[src/rtl/priv_trap_sequencer.sv]
// Trap/return/WFI sequencer: picks one cause, waits for pipeline drain, then strobes CSR updates and a PC redirect.
// Latency: event at cycle N -> insert_pc at N+2 at the earliest; backpressure is the pipe_clear drain handshake.
module priv_trap_sequencer #(
    parameter int RMGMT_W    = 1,
    parameter int RMGMT_BASE = 24
) (
    input  logic               i_clk,
    input  logic               i_nrst,
    input  logic               i_fault_insn,
    input  logic               i_mal_insn,
    input  logic               i_illegal_insn,
    input  logic               i_breakpoint,
    input  logic               i_env,
    input  logic               i_mal_l,
    input  logic               i_mal_s,
    input  logic               i_fault_l,
    input  logic               i_fault_s,
    input  logic               i_ex_rmgmt,
    input  logic [RMGMT_W-1:0] i_ex_rmgmt_cause,
    input  logic [31:0]        i_epc,
    input  logic [31:0]        i_badaddr,
    input  logic               i_ret,
    input  logic               i_wfi,
    input  logic               i_pipe_clear,
    input  logic               i_ext_int,
    input  logic               i_soft_int,
    input  logic               i_timer_int,
    input  logic               i_mie_meie,
    input  logic               i_mie_msie,
    input  logic               i_mie_mtie,
    input  logic               i_mstatus_mie,
    input  logic [31:0]        i_mtvec,
    input  logic [31:0]        i_mepc_r,
    output logic               o_intr,
    output logic               o_insert_pc,
    output logic [31:0]        o_priv_pc,
    output logic               o_trap_we,
    output logic               o_ret_we,
    output logic [31:0]        o_mepc_next,
    output logic [31:0]        o_mcause_next,
    output logic [31:0]        o_mtval_next,
    output logic               o_sleeping
);

    typedef enum logic [2:0] {
        IDLE     = 3'd0,
        DRAIN_T  = 3'd1,
        DRAIN_R  = 3'd2,
        REDIRECT = 3'd3,
        SLEEP    = 3'd4
    } state_t;

    state_t      r_state, w_next;
    logic [31:0] r_target;
    logic        r_intr, r_insert_pc, r_sleeping;
    logic [31:0] r_priv_pc, r_mepc, r_mcause, r_mtval;

    logic        w_exc, w_tval_sel, w_irq_pend, w_irq_take, w_is_irq;
    logic [31:0] w_exc_code, w_irq_code, w_cause, w_base, w_trap_target;
    logic        w_trap_we, w_ret_we, w_latch_trap, w_latch_ret;

    assign w_irq_pend = (i_ext_int & i_mie_meie) | (i_soft_int & i_mie_msie) | (i_timer_int & i_mie_mtie);
    assign w_irq_take = w_irq_pend & i_mstatus_mie;

    always_comb begin
        w_exc      = 1'b1;
        w_tval_sel = 1'b0;
        w_exc_code = 32'd0;
        if (i_fault_insn)        begin w_exc_code = 32'd1;  w_tval_sel = 1'b1; end
        else if (i_mal_insn)     begin w_exc_code = 32'd0;  w_tval_sel = 1'b1; end
        else if (i_illegal_insn) begin w_exc_code = 32'd2;  end
        else if (i_breakpoint)   begin w_exc_code = 32'd3;  end
        else if (i_env)          begin w_exc_code = 32'd11; end
        else if (i_mal_l)        begin w_exc_code = 32'd4;  w_tval_sel = 1'b1; end
        else if (i_mal_s)        begin w_exc_code = 32'd6;  w_tval_sel = 1'b1; end
        else if (i_fault_l)      begin w_exc_code = 32'd5;  w_tval_sel = 1'b1; end
        else if (i_fault_s)      begin w_exc_code = 32'd7;  w_tval_sel = 1'b1; end
        else if (i_ex_rmgmt)     begin w_exc_code = 32'(RMGMT_BASE) + 32'(i_ex_rmgmt_cause); end
        else                     begin w_exc = 1'b0; end
    end

    always_comb begin
        w_irq_code = 32'd7;
        if (i_ext_int & i_mie_meie)       w_irq_code = 32'd11;
        else if (i_soft_int & i_mie_msie) w_irq_code = 32'd3;
    end

    // Vectored mode only offsets interrupts; exceptions always land on the base.
    assign w_is_irq      = ~w_exc & w_irq_take;
    assign w_cause       = w_exc ? w_exc_code : (32'h8000_0000 | w_irq_code);
    assign w_base        = {i_mtvec[31:2], 2'b00};
    assign w_trap_target = (w_is_irq && i_mtvec[1:0] == 2'b01) ? (w_base + (w_irq_code << 2)) : w_base;

    always_comb begin
        w_next       = r_state;
        w_trap_we    = 1'b0;
        w_ret_we     = 1'b0;
        w_latch_trap = 1'b0;
        w_latch_ret  = 1'b0;
        case (r_state)
            IDLE: begin
                if (w_exc | w_irq_take) begin
                    w_latch_trap = 1'b1;
                    w_next       = DRAIN_T;
                end else if (i_ret) begin
                    w_latch_ret = 1'b1;
                    w_next      = DRAIN_R;
                end else if (i_wfi & ~w_irq_pend) begin
                    w_next = SLEEP;
                end
            end
            DRAIN_T: if (i_pipe_clear) begin w_trap_we = 1'b1; w_next = REDIRECT; end
            DRAIN_R: if (i_pipe_clear) begin w_ret_we  = 1'b1; w_next = REDIRECT; end
            REDIRECT: w_next = IDLE;
            SLEEP:    if (w_irq_pend) w_next = IDLE;
            default:  w_next = IDLE;
        endcase
    end

    always_ff @(posedge i_clk) begin
        if (!i_nrst) begin
            r_state     <= IDLE;
            r_target    <= 32'd0;
            r_mepc      <= 32'd0;
            r_mcause    <= 32'd0;
            r_mtval     <= 32'd0;
            r_intr      <= 1'b0;
            r_insert_pc <= 1'b0;
            r_priv_pc   <= 32'd0;
            r_sleeping  <= 1'b0;
        end else begin
            r_state     <= w_next;
            r_intr      <= (w_next == DRAIN_T);
            r_insert_pc <= (w_next == REDIRECT);
            r_priv_pc   <= (w_next == REDIRECT) ? r_target : 32'd0;
            r_sleeping  <= (w_next == SLEEP);
            if (w_latch_trap) begin
                r_target <= w_trap_target;
                r_mepc   <= i_epc;
                r_mcause <= w_cause;
                r_mtval  <= (w_exc & w_tval_sel) ? i_badaddr : 32'd0;
            end else if (w_latch_ret) begin
                r_target <= i_mepc_r;
            end
        end
    end

    assign o_intr        = r_intr;
    assign o_insert_pc   = r_insert_pc;
    assign o_priv_pc     = r_priv_pc;
    assign o_trap_we     = w_trap_we;
    assign o_ret_we      = w_ret_we;
    assign o_mepc_next   = r_mepc;
    assign o_mcause_next = r_mcause;
    assign o_mtval_next  = r_mtval;
    assign o_sleeping    = r_sleeping;

endmodule

[config.mk]
export PLATFORM = sky130hd
export DESIGN_NAME = priv_trap_sequencer
export DESIGN_NICKNAME = d
export VERILOG_FILES = /design/src/rtl/priv_trap_sequencer.sv
export SDC_FILE = /design/constraint.sdc
export NUM_CORES = 1
export LEC_CHECK = 0
export ABC_AREA = 1
export BUFFER_PORTS_ARGS = -buffer_cell sky130_fd_sc_hd__buf_2
export CAP_MARGIN = 10
export CORE_MARGIN = 2
export CORE_UTILIZATION = 30
export DETAILED_ROUTE_END_ITERATION = 12
export SLEW_MARGIN = 5
export SYNTH_ARGS = -nofsm -noshare
export SYNTH_HDL_FRONTEND = slang
export SYNTH_SLANG_ARGS = --single-unit
[constraint.sdc]
create_clock -name i_clk -period 3.4 [get_ports i_clk]
set_input_delay 0.51 -clock i_clk [delete_from_list [all_inputs] [get_ports i_clk]]
set_output_delay 0.51 -clock i_clk [all_outputs]
set_load 0.01 [all_outputs]
## After elaboration in Yosys (flattened, before gate mapping)

Cells that the tools add are included.

| word-level totals | value |
|---|---|
| flip-flop bits (word level) | 166 |
| output and inout bits | 133 |

| operators by class | value |
|---|---|
| $add $sub $neg | 2 |
| eq/ne operators | 7 |
| muxes and demuxes | 50 |
| bitwise operators | 12 |
| reductions and logical operators | 5 |

Operator list:

| kind | count |
|---|---|
| two-way mux 32 bit | 5 |
| two-way mux 6 bit | 10 |
| adder 32 bit | 1 |
| two-way mux 1 bit | 27 |
| two-way mux 3 bit | 6 |
| one-hot mux 3 bit (3 select lines) | 1 |
| bitwise AND 1 bit | 7 |
| adder 5 x 1 -> 6 bit, first input constant | 1 |
| equality test 3 x 1 -> 1 bit, second input constant | 2 |
| equality test 3 x 2 -> 1 bit, second input constant | 2 |
| equality test 3 bit, second input constant | 2 |
| two-way mux 4 bit | 1 |
| zero test 3 bit | 1 |
| OR 1 bit | 3 |
| equality test 2 x 1 -> 1 bit, second input constant | 1 |
| inverter 1 bit | 2 |
| AND reduction 2 bit | 1 |
| nonzero test 2 bit | 1 |
| OR reduction 2 bit | 1 |
| logical AND 1 bit | 1 |

## Logic depth before layout (Yosys ltp)

| logic depth | value |
|---|---|
| depth in word-level cells | 15 |
| gate-level depth with buffers | 17 |
| mapped depth without buffers | 17 |

## Worst setup path before layout

Ideal clock, no wire load.

| timing | value |
|---|---|
| path kind | in2reg |
| start point | in i_ext_int |
| end point | reg r_target[31] |
| setup time | 0.132 ns |
| data arrival time | 1.934 ns |
| data required time | 3.268 ns |
| path slack | 1.334 ns |
| cell stages on the path | 15 |
| path buffers | 0 |
| path through | nand2_1 > nand2_1 > inv_1 > ha_1 > nand2_1 > nor2_1 > nand2_1 > nand3_1 > nand2_1 > nor2_1 > nand2_1 > nand2_1 > nand3_1 > nand2_1 > a21oi_1 |

| between the ends | value |
|---|---|
| longest elaborated chain between the ends | 8 |
| elaborated cells between the ends (all ways) | 16 |

Ends and longest elaborated chain:

| item | RTL line | text |
|---|---|---|
| start, declared | 25 | `input logic i_ext_int,` |
| bitwise AND 1 bit * | 62, 84 |  |
| branches (longest 7 deep; another with adder 32 bit) | -- |  |
| end signal, assigned | 138 | `r_target <= w_trap_target;` |
| end signal, assigned | 143 | `r_target <= i_mepc_r;` |
| end, declared | 54 | `logic [31:0] r_target;` |

Mark *: on every way between the ends.
A chain may end at the register's enable or synchronous reset.

## Worst setup path after layout

| timing | value |
|---|---|
| start point | in i_ext_int |
| end point | reg r_target[21] |

The elaborated chain is that of the path after synthesis.

==> impl_results.md <==
* Final setup fails at 0
* Number of synthesized flops with an enable pin at 0
* Die span in y at 154.5 um
* Initial antenna violation count at 4
* VDD IR-drop max at 0.2925 mV
* Synth Area in Compound Gates at 12.08%
* Ports at 284
* Synth Area in Simple Gates at between 30% and 40%
* Post-Syn Area at 6795 um^2
* Final min period at 2281 ps
* Initial DRC count at 435
* Yosys cell types at 37
* Most numerous cell in the Yosys netlist: nand2_1
* Clk_skew at 8.088 ps
* Postcts setup bufs at 0
* Yosys top cell by area: dfxtp_1
* Top cells by area, synth: dfxtp_1, nand2_1, nor2_1
* Vias per cell at approximately 4.6
* Routed wire length at about 22000 um
* Worst Setup SP: i_ext_int
* CP max FO at 5
* Hpwl dp at 16180 um
* I/O Buffers at ~260
* Synth Area per Inst at between 6 and 7 um^2
* Post-route insts no fill at 1520
* TritonCTS Buffers at 17
* Reg-to-reg startpoint: r_state[1]
* Slew @ Worst Pin at 1088 ps
* Gp weighted congestion at 0.9492
* Worst rel slew slack at about 27%
* CP endpoint kind: flip-flop
* Final slew viol count at 0
* Worst-Skew Late Latency at about 430 ps
* Main combinational cell family by area after synthesis: simple AND/OR/NAND/NOR gates
* Worst-path clk slew at 70 ps
* Initial Util at between 30% and 40%
* Top-area cell type share of the netlist area at 41.24%
* Die area at 23870 um^2
* Final net count at 1373
* Uppermost routed layer: met5
* CP Data Required Time at roughly 3700 ps
* Vias in the first global route at 6484
* Vias at 6995
* Total track usage at between 15 and 20%
* Final period utilization at 67.08%
* First-pass GRT wire length at 34150 um
* Leak at 4.231 nW
* WL/cell at 14.49 um
* Clock sink count at 140
* RSZ-0062 raised after global routing: false
* FMAX at 438.5 MHz
* YS warnings at 0
* Met2 routed WL at roughly 10000 um
* H-Tree Depth at 4
* HP Class: in -> reg
* Seq cells post-synth at 140
* Async SR Flop Fraction at 0%
* DR pass1 iterations at 8
* Row count at between 50 and 60
* Most common flop cell mapped by yosys: dfxtp_1
* Fraction of layout cells with a size suffix above 1 at 28.33%
* Clock Tree Buf Depth at 2
* PwrDens at 527.9 nW/um^2
* Post-Synth Adder-Cell Area at 0.5524%
* Hold_buf cts at 0
* CTS root buffer: clkbuf_16
* Synth-to-Final Area Change at 28.48%
* Final TNS setup at 0 ps
* Largest net degree at the start of global routing at 72
* Mux cell area share after synthesis at 0%
* GRT Residual Overflow at 0
* Core area at 22430 um^2
* Metal3 WL at around 1600 um
* Worst hold start: i_epc[18]
* Xor/xnor share of the synthesized area at 1.160%
* Final hold violation count at 0
* Antenna viol nets, final at 0
* Die width at 154.5 um
* Worst Setup Path Type: in -> reg
* M1 WL at 9618 um
* Gate Count Post-Synth at approximately 980
* MaxCap Viol Count at 0
* Drt drc at 0
* Post-synth top cells: nand2_1, nor2_1, dfxtp_1, nand3_1, inv_1
* Post-CTS sizing at 0
* TritonCTS clock tree: built
* Seq/Total Area, Yosys at 41.24%
* Status: complete, no violations
* Worst EP arrival at 2560 ps
* Dpl cells at 1485
* Startpoint types: input port
## critical path, cell delays in order
cell and delay [ps]:
buf_2 70, nand2_1 150, nand2_1 100, inv_1 110
ha_1 390, nand2_1 70, nor2_1 160, nand2_1 70
nand3_1 150, nand3_1 180, o21ai_0 310, nand3_1 140
nand2_1 80, a21oi_1 50
## power breakdown
part	switching (mW)	internal (mW)
combinational	0.572	0.303
sequential	0.0663	1.79
clock	0.844	1.03
## placed cells by master (no fill, tap or decap), types with 4 or more instances in the layout
cell type and instances:
buf_2 257, nand2_1 223, nor2_1 150, dfxtp_1 140
nand3_1 80, inv_1 78, a21oi_1 77, o21ai_0 68
nor2_2 32, conb_1 26, clkbuf_16 17, nand3b_1 9
buf_4 8, xnor2_1 6, nor3_1 5, inv_6 5
nor2_4 4, nand4_1 4
## worst paths after layout
check / to / cells after the start / slack (ps)
max: r_target[21] / 14 / 1120
min: o_mepc_next[18] / 3 / 300
max reg2reg: r_target[10] / 9 / 1260
min reg2reg: o_priv_pc[1] / 2 / 420
## logic make-up (layout without fill, tap and decap cells)
| kind of cell | Yosys count | in the layout |
|---|---|---|
| AO/OA/AOI/OAI | 158 | 158 |
| XOR/XNOR | 9 | 9 |
| adder cells (fa/ha/maj) | 3 | 3 |
| buffers and inverters | 152 | 378 |
| flip-flops | 140 | 140 |
| other | 1 | 29 |
| AND/OR/NAND/NOR | 518 | 518 |
## stage by stage
step | utilization, % | hold WS [ps] | area (um^2) | power, mW | worst slack [ps]
after floorplan | - | 408.4 | 6889 | 2.468 | 1334
after global placement | 36.29 | 417.7 | 8142 | 2.765 | 611.2
after detailed placement | 36.29 | 418.6 | 8142 | 2.767 | 617.8
after CTS | 38.88 | 282.9 | 8723 | 4.670 | 1067
after global routing | 38.90 | 290.2 | 8726 | 4.853 | 863.7
final | 38.92 | 297.3 | 8731 | 4.609 | 1119
## flip-flops by register name, indices dropped and copies added (netlist names)
| name | flops |
|---|---|
| r_state | 3 |
| o_intr | 1 |
| o_mcause_next | 6 |
| o_priv_pc | 32 |
| r_target | 32 |
| o_mtval_next | 32 |
| o_mepc_next | 32 |
| o_sleeping | 1 |
| o_insert_pc | 1 |
## routing by layer
metal | vias up | global-route usage [%]
li1 | 3552 | -
met1 | 3124 | 22.82
met2 | 264 | 29.72
met3 | 53 | 5.212
met4 | 2 | 7.275
met5 | - | 0
## cell type report
type	count	area (um^2)
clock inverters	15	156.4
clock buffers	17	425.4
multi-input cells	714	3327
inverters	81	309.0
flip-flops and latches	140	2803
fillers	2503	13700
well taps	285	356.6
diodes	3	7.507
repair buffers	265	1346
Note: power is estimated with default switching activity, not from simulation.
